### config.mk
export PLATFORM = sky130hd
export DESIGN_NAME = spi_master_serv
export DESIGN_NICKNAME = d
export VERILOG_FILES = /design/src/rtl/spi_serv_pkg.sv /design/src/rtl/spi_master_serv_clkgen.sv /design/src/rtl/spi_master_serv.sv
export SDC_FILE = /design/constraint.sdc
export NUM_CORES = 1
export LEC_CHECK = 0
export BUFFER_PORTS_ARGS = -buffer_cell sky130_fd_sc_hd__buf_2
export CORE_MARGIN = 2
export CORE_UTILIZATION = 60
export DETAILED_ROUTE_END_ITERATION = 10
export GPL_ROUTABILITY_DRIVEN = 0
export PLACE_DENSITY = 0.81
export SLEW_MARGIN = 5
export SYNTH_ARGS = -nofsm -noshare
export SYNTH_HDL_FRONTEND = slang
export SYNTH_HIERARCHICAL = 1
export SYNTH_SLANG_ARGS = --single-unit
### constraint.sdc
create_clock -name clk -period 7.2 [get_ports clk]
set_input_delay 0.72 -clock clk [delete_from_list [all_inputs] [get_ports clk]]
set_output_delay 0.72 -clock clk [all_outputs]
set_load 0.02 [all_outputs]
### src/rtl/spi_serv_pkg.sv
// Shared frame geometry, control/status bit positions and FSM states for the
// serv debug-bridge SPI master.
package spi_serv_pkg;

  localparam int FRAME_W = 72;
  localparam int RESP_W  = 40;

  localparam int CTRL_CPU_RST = 0;
  localparam int CTRL_SYS_RST = 1;
  localparam int CTRL_START   = 2;
  localparam int CTRL_WE      = 3;

  localparam int STAT_BUSY = 2;

  typedef enum logic [2:0] {
    ST_IDLE,
    ST_SETUP,
    ST_SHIFT,
    ST_HOLD,
    ST_DONE
  } state_e;

endpackage

### src/rtl/spi_master_serv_clkgen.sv
// SCK generator: half-period down-counter with registered SCK and single-cycle
// rise/fall strobes that mark the clk edge on which SCK changes.
module spi_master_serv_clkgen #(
  parameter int CLK_DIV = 4
) (
  input  logic clk,
  input  logic rst,
  input  logic i_en,
  input  logic i_run,
  output logic o_sclk,
  output logic o_tick,
  output logic o_rise,
  output logic o_fall
);

  localparam int CNT_W = (CLK_DIV > 1) ? $clog2(CLK_DIV) : 1;
  localparam logic [CNT_W-1:0] CNT_LOAD = CNT_W'(CLK_DIV - 1);

  logic [CNT_W-1:0] cnt_q, cnt_d;
  logic             sclk_q, sclk_d;

  // i_en counts half-periods; i_run additionally lets SCK toggle on each tick.
  always_comb begin
    o_tick = i_en && (cnt_q == '0);
    o_rise = o_tick && i_run && !sclk_q;
    o_fall = o_tick && i_run && sclk_q;
    cnt_d  = (!i_en || o_tick) ? CNT_LOAD : cnt_q - 1'b1;
    sclk_d = sclk_q;
    if (!i_en)       sclk_d = 1'b0;
    else if (o_rise) sclk_d = 1'b1;
    else if (o_fall) sclk_d = 1'b0;
  end

  always_ff @(posedge clk) begin
    if (rst) begin
      cnt_q  <= CNT_LOAD;
      sclk_q <= 1'b0;
    end else begin
      cnt_q  <= cnt_d;
      sclk_q <= sclk_d;
    end
  end

  assign o_sclk = sclk_q;

endmodule

### src/rtl/spi_master_serv.sv
// SPI mode-0 master sending one 72-bit serv debug-bridge frame per command and
// capturing the 40-bit response. Busy polling: define SPI_MASTER_SERV_POLL_EN.
//
// state    | meaning
// IDLE     | ready for a command
// SETUP    | CS asserted, first MOSI bit presented for one half-period
// SHIFT    | 72 SCK cycles, then one low half-period before CS release
// HOLD     | CS released for one half-period
// DONE     | response published, o_done pulse
module spi_master_serv
  import spi_serv_pkg::*;
#(
  parameter int CLK_DIV   = 4,
  parameter int MAX_POLLS = 15
) (
  input  logic        clk,
  input  logic        rst,
  input  logic        i_valid,
  output logic        o_ready,
  input  logic [31:0] i_addr,
  input  logic [31:0] i_wdata,
  input  logic [3:0]  i_ctrl,
  output logic        o_done,
  output logic [31:0] o_rdata,
  output logic [2:0]  o_status,
  output logic        o_timeout,
  output logic        o_sclk,
  output logic        o_cs_n,
  output logic        o_mosi,
  input  logic        i_miso
);

  if (CLK_DIV < 1 || MAX_POLLS < 0) begin : g_bad_param
    $error("spi_master_serv: CLK_DIV must be >= 1 and MAX_POLLS >= 0");
  end

  state_e               state_q, state_d;
  logic                 ready_q, ready_d, done_q, done_d, cs_n_q, cs_n_d;
  logic                 mosi_q, mosi_d, tail_q, tail_d, timeout_q, timeout_d;
  logic [FRAME_W-1:0]   tx_q, tx_d;
  logic [RESP_W-1:0]    rx_q, rx_d;
  logic [6:0]           bit_cnt_q, bit_cnt_d;
  logic [31:0]          rdata_q, rdata_d;
  logic [2:0]           status_q, status_d;
  logic                 repoll, timeout_hit;
  logic                 clk_en, clk_run, tick, rise, fall;

`ifdef SPI_MASTER_SERV_POLL_EN
  localparam int PCNT_W = (MAX_POLLS > 1) ? $clog2(MAX_POLLS + 1) : 1;
  logic [FRAME_W-1:0]   frame_q, frame_d;
  logic                 poll_q, poll_d;
  logic [PCNT_W-1:0]    poll_cnt_q, poll_cnt_d;
`endif

  assign clk_en  = (state_q == ST_SETUP) || (state_q == ST_SHIFT) || (state_q == ST_HOLD);
  assign clk_run = (state_q == ST_SETUP) || ((state_q == ST_SHIFT) && !tail_q);

  spi_master_serv_clkgen #(.CLK_DIV(CLK_DIV)) u_clkgen (
    .clk    (clk),
    .rst    (rst),
    .i_en   (clk_en),
    .i_run  (clk_run),
    .o_sclk (o_sclk),
    .o_tick (tick),
    .o_rise (rise),
    .o_fall (fall)
  );

  always_comb begin
    state_d     = state_q;
    ready_d     = ready_q;
    done_d      = done_q;
    cs_n_d      = cs_n_q;
    mosi_d      = mosi_q;
    tail_d      = tail_q;
    timeout_d   = timeout_q;
    tx_d        = tx_q;
    rx_d        = rx_q;
    bit_cnt_d   = bit_cnt_q;
    rdata_d     = rdata_q;
    status_d    = status_q;
    repoll      = 1'b0;
    timeout_hit = 1'b0;
`ifdef SPI_MASTER_SERV_POLL_EN
    frame_d     = frame_q;
    poll_d      = poll_q;
    poll_cnt_d  = poll_cnt_q;
    timeout_hit = poll_q && rx_q[STAT_BUSY];
    repoll      = timeout_hit && (poll_cnt_q != PCNT_W'(MAX_POLLS));
`endif

    // Only the first 40 rising edges carry response bits.
    if (rise && (bit_cnt_q < 7'(RESP_W))) rx_d = {rx_q[RESP_W-2:0], i_miso};
    if (fall) begin
      tx_d   = {tx_q[FRAME_W-2:0], 1'b0};
      mosi_d = tx_q[FRAME_W-2];
      if (bit_cnt_q == 7'(FRAME_W - 1)) tail_d = 1'b1;
      else                              bit_cnt_d = bit_cnt_q + 7'd1;
    end

    case (state_q)
      ST_IDLE: begin
        if (i_valid && ready_q) begin
          tx_d      = {i_addr, i_wdata, 4'h0, i_ctrl};
          mosi_d    = i_addr[31];
          cs_n_d    = 1'b0;
          ready_d   = 1'b0;
          bit_cnt_d = '0;
          tail_d    = 1'b0;
          state_d   = ST_SETUP;
`ifdef SPI_MASTER_SERV_POLL_EN
          frame_d    = {i_addr, i_wdata, 4'h0, i_ctrl};
          poll_d     = i_ctrl[CTRL_START];
          poll_cnt_d = '0;
`endif
        end
      end
      ST_SETUP: if (tick) state_d = ST_SHIFT;
      ST_SHIFT: begin
        if (tick && tail_q) begin
          cs_n_d  = 1'b1;
          state_d = ST_HOLD;
        end
      end
      ST_HOLD: begin
        if (tick && repoll) begin
`ifdef SPI_MASTER_SERV_POLL_EN
          tx_d             = frame_q;
          tx_d[CTRL_START] = 1'b0;
          mosi_d           = frame_q[FRAME_W-1];
          poll_cnt_d       = poll_cnt_q + 1'b1;
`endif
          cs_n_d    = 1'b0;
          bit_cnt_d = '0;
          tail_d    = 1'b0;
          state_d   = ST_SETUP;
        end else if (tick) begin
          done_d    = 1'b1;
          rdata_d   = rx_q[RESP_W-1:8];
          status_d  = rx_q[2:0];
          timeout_d = timeout_hit;
          state_d   = ST_DONE;
        end
      end
      ST_DONE: begin
        done_d  = 1'b0;
        ready_d = 1'b1;
        state_d = ST_IDLE;
      end
      default: state_d = ST_IDLE;
    endcase
  end

  always_ff @(posedge clk) begin
    if (rst) begin
      state_q    <= ST_IDLE;
      ready_q    <= 1'b1;
      done_q     <= 1'b0;
      cs_n_q     <= 1'b1;
      mosi_q     <= 1'b0;
      tail_q     <= 1'b0;
      timeout_q  <= 1'b0;
      tx_q       <= '0;
      rx_q       <= '0;
      bit_cnt_q  <= '0;
      rdata_q    <= '0;
      status_q   <= '0;
`ifdef SPI_MASTER_SERV_POLL_EN
      frame_q    <= '0;
      poll_q     <= 1'b0;
      poll_cnt_q <= '0;
`endif
    end else begin
      state_q    <= state_d;
      ready_q    <= ready_d;
      done_q     <= done_d;
      cs_n_q     <= cs_n_d;
      mosi_q     <= mosi_d;
      tail_q     <= tail_d;
      timeout_q  <= timeout_d;
      tx_q       <= tx_d;
      rx_q       <= rx_d;
      bit_cnt_q  <= bit_cnt_d;
      rdata_q    <= rdata_d;
      status_q   <= status_d;
`ifdef SPI_MASTER_SERV_POLL_EN
      frame_q    <= frame_d;
      poll_q     <= poll_d;
      poll_cnt_q <= poll_cnt_d;
`endif
    end
  end

  assign o_ready   = ready_q;
  assign o_done    = done_q;
  assign o_cs_n    = cs_n_q;
  assign o_mosi    = mosi_q;
  assign o_rdata   = rdata_q;
  assign o_status  = status_q;
  assign o_timeout = timeout_q;

endmodule

* Yosys cells after proc, flatten, opt, wreduce, memory -nomap -nowiden
Index checks and enable logic that the tools add are counted.
** Storage, ports and cells
- Output and inout port bits :: 41
- Input port bits :: 72
- Register bits after elaboration :: 165
** Operators by class
- Magnitude comparators :: 1
- Equal/unequal tests :: 9
- Reduce and logical (&&, ||, !) cells :: 28
- Bitwise operators :: 1
- Multiplexer cells :: 27
- Add/sub/neg operators :: 2
** Operators with widths (count)
- 72-bit 2-to-1 mux :: 3
- 7-bit 2-to-1 mux :: 4
- 1-bit 2-to-1 mux :: 12
- 3-bit 2-to-1 mux :: 4
- 3-bit one-hot mux with 4 select lines :: 1
- 1-bit logical AND :: 8
- 2-bit nonzero test :: 4
- 7-bit by 1-bit adder with 7-bit output (second input constant) :: 1
- 7-bit equality test (second input constant) :: 1
- 7-bit by 6-bit less-than comparator with 1-bit output (second input constant) :: 1
- 3-bit by 2-bit equality test with 1-bit output (second input constant) :: 2
- 2-bit inequality test (second input constant) :: 3
- 1-bit one-hot mux with 2 select lines :: 3
- 2-bit AND reduction :: 3
- 1-bit logical OR :: 4
- 4-bit AND reduction :: 1
- 2-bit OR reduction :: 2
- 3-bit by 1-bit equality test with 1-bit output (second input constant) :: 1
- 3-bit equality test (second input constant) :: 1
- 1-bit zero test :: 3
- 3-bit zero test :: 1
- 3-bit AND reduction :: 1
- 2-bit zero test :: 1
- 2-bit by 1-bit inequality test with 1-bit output (second input constant) :: 1
- other kinds (2) :: 2

* Logic depth before layout (Yosys ltp)
Gate-level depths: netlist (run 1).
- Word-level depth :: 9
- Mapped depth :: 12

* Cells and area by module
Netlist (run 1), hierarchy kept.
** By module, submodules not included
- spi_master_serv :: instances 1, cells an instance 742, area an instance 6693.9 µm², sequential area each 3223.1 µm²
- spi_master_serv_clkgen :: instances 1, cells an instance 18, area an instance 156.4 µm², sequential area each 60.1 µm²

* Least setup slack after synthesis (run 1)
Ideal clock, no wire load.
- Kind :: reg2reg
- From :: reg state_q[2]
- To :: reg tx_q[10]
- Path slack :: 4.942 ns
- Library setup time :: 0.146 ns
- Clock period less this slack :: 2.258 ns
- Stages on the path, launching flop included :: 12
- Data arrival time :: 2.112 ns
- Buffers on the path :: 6
- Required time :: 7.054 ns
- Cells stage by stage :: dfxtp_1 > buf_2 > clkbuf_1 > clkbuf_1 > nor2_1 > nand3_1 > nor2_1 > buf_2 > buf_2 > buf_2 > mux2i_1 > a211oi_2
** RTL lines
- from (decl) :: line spi_master_serv.sv:37 : state_e state_q, state_d;
- from (signal assigned) :: line spi_master_serv.sv:174 : state_q <= state_d;
- 3-bit by 2-bit equality test with 1-bit output :: line spi_master_serv.sv:56 : assign clk_run = (state_q == ST_SETUP) || ((state_q == ST_SHIFT) && !tail_q);
- 1-bit logical AND :: line spi_master_serv.sv:56
- 1-bit logical OR (*) :: line spi_master_serv.sv:56
- via clk_run :: line spi_master_serv.sv:46 : logic clk_en, clk_run, tick, rise, fall;
- 1-bit logical AND (*) (2 in series) :: line spi_master_serv_clkgen.sv:26 : o_fall = o_tick && i_run && sclk_q;
- via fall :: line spi_master_serv.sv:46
- 72-bit 2-to-1 mux (*) :: line spi_master_serv.sv:94 : if (fall) begin
- 72-bit 2-to-1 mux :: line spi_master_serv.sv:103 : if (i_valid && ready_q) begin
- 72-bit 2-to-1 mux (*) :: line spi_master_serv.sv:101 : case (state_q)
- to (signal assigned) :: line spi_master_serv.sv:181 : tx_q <= tx_d;
- to (decl) :: line spi_master_serv.sv:40 : logic [FRAME_W-1:0] tx_q, tx_d;
Mark *: on every way through the listed nets, which the timed path passes. The rest lies on a longest branch.
A chain may end at the register's enable or synchronous reset.

* Worst setup path after layout (run 1)
- From :: reg state_q[1]
- To :: reg bit_cnt_q[5]
** Between the ends
- Cells in the longest elaborated chain, start to end :: 9
** RTL lines
- 3-bit by 1-bit equality test with 1-bit output or 3-bit by 2-bit equality test with 1-bit output (tied branches) :: line spi_master_serv.sv:55 : assign clk_en = (state_q == ST_SETUP) || (state_q == ST_SHIFT) || (state_q == ST_HOLD);
- 1-bit logical OR :: line spi_master_serv.sv:55
- 1-bit logical OR (*) :: line spi_master_serv.sv:55
- via clk_en :: line spi_master_serv.sv:46
- 1-bit logical AND (*) :: line spi_master_serv_clkgen.sv:24 : o_tick = i_en && (cnt_q == '0);
- 1-bit logical AND (*) (2 in series) :: line spi_master_serv_clkgen.sv:26
- via fall :: line spi_master_serv.sv:46
- 7-bit 2-to-1 mux (*) :: line spi_master_serv.sv:94
- 7-bit 2-to-1 mux :: line spi_master_serv.sv:103
- 7-bit 2-to-1 mux (*) :: line spi_master_serv.sv:101
- to (signal assigned) :: line spi_master_serv.sv:183 : bit_cnt_q <= bit_cnt_d;
- to (decl) :: line spi_master_serv.sv:42 : logic [6:0] bit_cnt_q, bit_cnt_d;
Marks and branches as above.

==> out/results.ini, run 1 <==
[timing]
hold_viol = 0
relSlewSlack_pct = 15.28
skew_ps = 6.131
period_share_pct = 43.98
slew_viol_final = 0
fin_crit_ps = 3167
rsz0062_at_grt = no
setup_viol = 0
worstMarginPinSlew_ps = 1271
fmax_mhz = 315.8
tns_ps = 0

[pwr]
pwr-share-clk_pct = 44.6
power_mw = 1.986
comb_power_share_pct = 6.8
p_int_mw = 1.531
p_seq_share_pct = 48.7
p_leak_nw = 2.739
switchingPower_mw = 0.4551
power_per_cell_area_nw_per_um2 = 250.2
irDropWorstVdd_mv = 0.1820
netSwitchingFraction_pct = 22.92

[route]
first_iter_violations = 504
num_vias = 5765
drtAntennaViolNets = 0
dr.pass1.iters = 5
drc_errors = 0
via_per_inst = 5.907
routedWlPerCell_um = 15.01
wirelength_mm = 14.65

[min_path]
hold_depth = 1
hold_start = u_clkgen/cnt_q[0]$_SDFF_PP1_
worstHoldPathType = flip-flop to flip-flop

[cells_and_area]
nets = 894
drive_gt1_share_pct = 21.61
stdcell_count = 976
area_delta_synth_final_pct = 15.84
antenna_cells = 0
final_area_um2 = 7935

[global_route]
grt_pass1_vias = 5394
grtUsageTotal_pct = 24.31
gr-total-overflow = 0
grt_max_degree = 90
antenna_found_initial = 0
grt_pass1_wl_mm = 25.07

[clocking]
cts_buffers = 17
clk_latency_ps = 420
clockRootBuffer = clkbuf_16
cts_resized = 0
clk_pin_slew_worst_paths_ps = 60
cts_setup_buffers = 0
htreeDepth = 4
clock_sinks = 164
cts_buffer_depth = 2
cts_tree = built
holdBufCountCts = 0

[logic_synthesis]
synth_top_area_cell = dfxtp_1
synth_area_um2 = 6850
synth_cell_type_count = 47
netlist.area_leader.share_pct = 47.93
ys_ff_latch = 164
syn_avg_cell_area_um2 = 9.014
synth_edf_count = 0
synthFlopType = dfxtp_1
ys_seq_area_share_pct = 47.93
synth_area_leaders = dfxtp_1, mux2i_1, a21oi_1
syn_inst = 760
synth_warnings = 6
yosysMostFrequentCell = dfxtp_1
synthesis.nets = 834
async_flop_share_pct = 0
ys_top_cells_by_count = dfxtp_1, a21oi_1, nand2_1

[floorplanning]
die-area_um2 = 12290
fp.coreArea_um2 = 11270
die_x_um = 110.9
core.rowCount = 39
start_util_pct = 60.77
fp.dieH_um = 110.9
io_pins = 113

[outcome]
status = complete, no violations

[setup_path]
crit_type = flip-flop to flip-flop
crit_start = state_q[1]$_SDFFE_PP0P_
critPathArrivalTime_ps = 3490
worst-r2r-cell-count = 8
crit_fanout = 78
cp_data_required_time_ps = 7530
r2r_start = state_q[1]$_SDFFE_PP0P_
end_kind = flip-flop
startpoint_type = flip-flop

[placed_design]
place_inst = 944
hpwlAfterDp_mm = 8.820
dpl_cell_area_um2 = 7348
port_buffers = 111

[flow_run]
maxCapViolations = 0

[kinds of logic after synthesis]
| family | Yosys count | synth area share [%] |
|---|---|---|
| compound gates | 209 | 19.85 |
| xor+xnor | 3 | 0.3836 |
| fa+ha+maj | 2 | 0.3652 |
| buf+inv | 83 | 5.151 |
| flops | 164 | 47.93 |
| mux | 73 | 10.67 |
| other cells | 1 | 0.05474 |
| simple gates | 225 | 15.60 |
[placed cells by master (no fill, tap or decap), drive strengths merged, types with 3 or more instances in the layout]
| cell type | instances |
|---|---|
| o21ai | 47 |
| nor2 | 15 |
| clkinv | 4 |
| clkinvlp | 5 |
| dfxtp | 164 |
| buf | 120 |
| a21oi | 80 |
| inv | 5 |
| nand2 | 76 |
| mux2i | 73 |
| clkbuf | 20 |
| nand3 | 44 |
| nor3 | 70 |
| nor2b | 3 |
| a211oi | 68 |
| xor2 | 3 |
[power groups by stage]
| stage | Clock [mW] | Combinational [mW] | Sequential [mW] |
|---|---|---|---|
| after CTS | 0.900 | 0.135 | 0.966 |
| after detailed placement | 0 | 0.133 | 0.986 |
| after global placement | 0 | 0.128 | 0.983 |
| after floorplan | 0 | 0.0988 | 0.980 |
| final | 0.885 | 0.134 | 0.967 |
| after global routing | 0.940 | 0.149 | 0.969 |
[through the flow]
step / setup slack [ps] / hold WS [ps] / utilization [%]
global route: 3686 / 414.0 / 70.40
floorplan: 4942 / 357.9 / -
detailed placement: 4073 / 372.5 / 65.19
global placement: 4221 / 366.2 / 65.19
CTS: 4022 / 386.4 / 70.40
finish: 4033 / 385.0 / 70.40
[routing by layer]
| metal | part of all wire, % | routed length, um | track usage, % |
|---|---|---|---|
| met1 | 46 | 6678 | 31.60 |
| met2 | 47 | 6934 | 38.94 |
| met3 | 4.8 | 709 | 6.124 |
| met4 | 2.2 | 328 | 9.833 |
| met5 | 0 | 0 | 0 |
[critical path, cell delays in order, from the launching register on]
cell and delay, ps:
dfxtp_1 530, nor2_1 140, nor2_1 200, nand3_1 170, nor2_4 110, buf_4 880
nand4_1 300, or3_1 430, a211oi_1 270
[final cells by class]
| cell class | instances | area (um^2) |
|---|---|---|
| clock buffers | 20 | 456.7 |
| clock inverters | 12 | 130.1 |
| fillers | 855 | 3337 |
| inverters | 4 | 15.01 |
| multi-input cells | 513 | 3244 |
| flip-flops and latches | 164 | 3284 |
| well taps | 143 | 178.9 |
| repair buffers | 120 | 625.6 |
[flip-flops by register name, summed over array words and instances (netlist names), 2 cells and up]
register	cells
o_rdata	32
rx_q	40
state_q	3
tx_q	71
o_status	3
u_clkgen/cnt_q	2
bit_cnt_q	7
[final timing paths]
check	end	slack [ps]
hold reg to reg	u_clkgen/cnt_q[0]$_SDFF_PP1_	390
hold / removal	u_clkgen/cnt_q[0]$_SDFF_PP1_	390
setup reg to reg	bit_cnt_q[5]$_SDFF_PP0_	4030
setup / recovery	bit_cnt_q[5]$_SDFF_PP0_	4030
(Power assumes the default switching activity.)
==> inputs of run 2 (changes only) <==
Settings changed: CORE_UTILIZATION 60 to 51, PLACE_DENSITY 0.81 to 0.73.
Clock period 7.2 ns to 2.8 ns, I/O delays scaled along.
==> run 2 against run 1 <==
Against the previous run: register-to-register slack worse by 3400 ps; sequential share of layout area down 0.69 points; clock skew up 3.5 ps; utilization down 9.2 points; via count down 1.2%; total power rose to 2.6 times the previous value; setup slack worse by 3400 ps; sequential cell count unchanged; non-clock buffer count up 5.
==> out/results.ini, run 2 (synthesized netlist as in run 1, its figures left out) <==
[global_route]
grtUsageMet3_pct = 4.705  ; -1.4 points
use_met2_pct = 34.29  ; -4.7 points
antenna_found_initial = 0  ; unchanged
gr-usage-met1_pct = 28.93  ; -2.7 points
grt_pass1_wl_mm = 25.42  ; +1.4%
grt_max_degree = 76  ; -16%
grt_pass1_vias = 5381  ; -0.24%
grtUsageTotal_pct = 21.61  ; -2.7 points
grt.busiest_layer = met2
gr-total-overflow = 0  ; unchanged

[floorplanning]
die-area_um2 = 14370  ; +17%
fp.coreArea_um2 = 13190  ; +17%
io_pins = 113  ; unchanged
die_x_um = 119.9  ; +8.2%
start_util_pct = 51.94  ; -8.8 points
fp.dieH_um = 119.9  ; +8.2%
core.rowCount = 42  ; +7.7%

[pwr]
p_seq_share_pct = 47.6  ; -1.1 points
power_per_cell_area_nw_per_um2 = 646.8  ; +160%
irDropWorstVdd_mv = 0.4180  ; +130%
netSwitchingFraction_pct = 23.44  ; +0.52 points
power_mw = 5.219  ; +160%
comb_power_share_pct = 6.9  ; about the same
p_int_mw = 3.996  ; +160%
p_leak_nw = 2.787  ; +1.8%
switchingPower_mw = 1.223  ; +170%
pwr-share-clk_pct = 45.5  ; +0.9 points

[min_path]
worstHoldPathType = input port to flip-flop
hold_depth = 3  ; +2
hold_start = i_miso

[timing]
slew_viol_final = 0  ; unchanged
fmax_mhz = 456.0  ; +44%
worstMarginPinSlew_ps = 775.2  ; -495.6 ps
rsz0062_at_grt = no
relSlewSlack_pct = 48.21  ; +33 points
period_share_pct = 78.32  ; +34 points
skew_ps = 9.581  ; +3.451 ps
hold_viol = 0  ; unchanged
fin_crit_ps = 2193  ; -973.6 ps
tns_ps = 0  ; unchanged
setup_viol = 0  ; unchanged

[route]
drc_errors = 0  ; unchanged
dr.pass1.iters = 5  ; unchanged
via_per_inst = 5.618  ; -4.9%
routedWlPerCell_um = 14.97  ; -0.27%
first_iter_violations = 395  ; -22%
wirelength_mm = 15.18  ; +3.6%
num_vias = 5697  ; -1.2%
drtAntennaViolNets = 0  ; unchanged

[setup_path]
cp_data_required_time_ps = 3130  ; -4400 ps
cpPeakStageDelay_ps = 530  ; -350 ps
crit_start = state_q[1]$_SDFFE_PP0P_
crit_type = flip-flop to flip-flop
r2r_start = state_q[1]$_SDFFE_PP0P_
crit_fanout = 75  ; -3.8%
cpMostUsedCell = nor2_1
cpLargestDelayFamily = simple AND/OR/NAND/NOR gates
crit_path_cell_trace = nor2_1, nor2_1, nand3_1, nor2_4, buf_12, mux2i_1, a211oi_1
critPathArrivalTime_ps = 2520  ; -970 ps
startpoint_type = flip-flop
critPathSlowestCell = dfxtp_1
r2r_slack_ps = 610  ; -3430 ps
cp.depth = 7  ; -1
end_kind = flip-flop
worst-r2r-cell-count = 7  ; -1
crit_buf_inv = 1  ; unchanged

[clocking]
clockRootBuffer = clkbuf_16
htreeDepth = 4  ; unchanged
cts_setup_buffers = 0  ; unchanged
cts_resized = 0  ; unchanged
cts_tree = built
holdBufCountCts = 0  ; unchanged
clock_sinks = 164  ; unchanged
clk_latency_ps = 420  ; about the same
cts_buffers = 17  ; unchanged
clk_pin_slew_worst_paths_ps = 60  ; about the same
cts_buffer_depth = 2  ; unchanged

[cells_and_area]
final_util_pct = 61.17  ; -9.2 points
top_register = tx_q
fill_cells = 1126  ; +32%
largest_register_ffs = 71  ; unchanged
mostFrequentLayoutCell = dfxtp_1
final_area_um2 = 8069  ; +1.7%
antenna_cells = 0  ; unchanged
drive_gt1_share_pct = 22.20  ; +0.59 points
final_cell_mix = dfxtp_1, buf_2, a21oi_1
area_delta_synth_final_pct = 17.79
nets = 899  ; +0.56%

[placed_design]
hpwlAfterDp_mm = 9.542  ; +8.2%
port_buffers = 111  ; unchanged
dpl_cell_area_um2 = 7465  ; +1.6%

[flow_run]
maxCapViolations = 0  ; unchanged

[outcome]
status = complete, no violations

-- run 2: cell type report --
class	count	area (um^2)	share of cell area, %
inverter	4	15.01	0.1861
tap	176	220.2	2.729
sequential	164	3284	40.70
timing repair buffer	125	700.7	8.684
clock buffer	17	425.4	5.272
clock inverter	15	178.9	2.217
multi-input combinational	513	3244	40.21
-- run 2: power by group through the flow --
stage                     combinational [mW]  clock, mW  sequential (mW)
final                                  0.358       2.38             2.48
after global routing                   0.396       2.51             2.50
after CTS                              0.361       2.41             2.48
after detailed placement               0.357          0             2.54
after global placement                 0.344          0             2.53
after floorplan                        0.254          0             2.52
-- run 2: per-stage QoR --
stage                     instances  worst slack [ps]  hold slack (ps)
after floorplan                 760             542.2            357.9
after global placement          982             748.6            366.5
after detailed placement        982             617.8            372.4
after CTS                      1014             618.8            132.5
after global routing           1014             336.5            171.5
final                          1014             607.0            145.5
-- run 2: path summary, 6_finish.rpt --
check | end
max | tx_q[38]$_SDFF_PP0_
min | rx_q[0]$_SDFFE_PP0P_
max reg2reg | tx_q[38]$_SDFF_PP0_
min reg2reg | u_clkgen/cnt_q[0]$_SDFF_PP1_
-- run 2: worst min-delay path: stages --
cell	delay (ps)
buf_2	100
nand3_1	60
a21oi_1	60
-- run 2: routing by layer --
layer / routed length [um] / share of wire, %
met1: 7128 / 47
met2: 7259 / 48
met3: 582 / 3.8
met4: 210 / 1.4
met5: 0 / 0
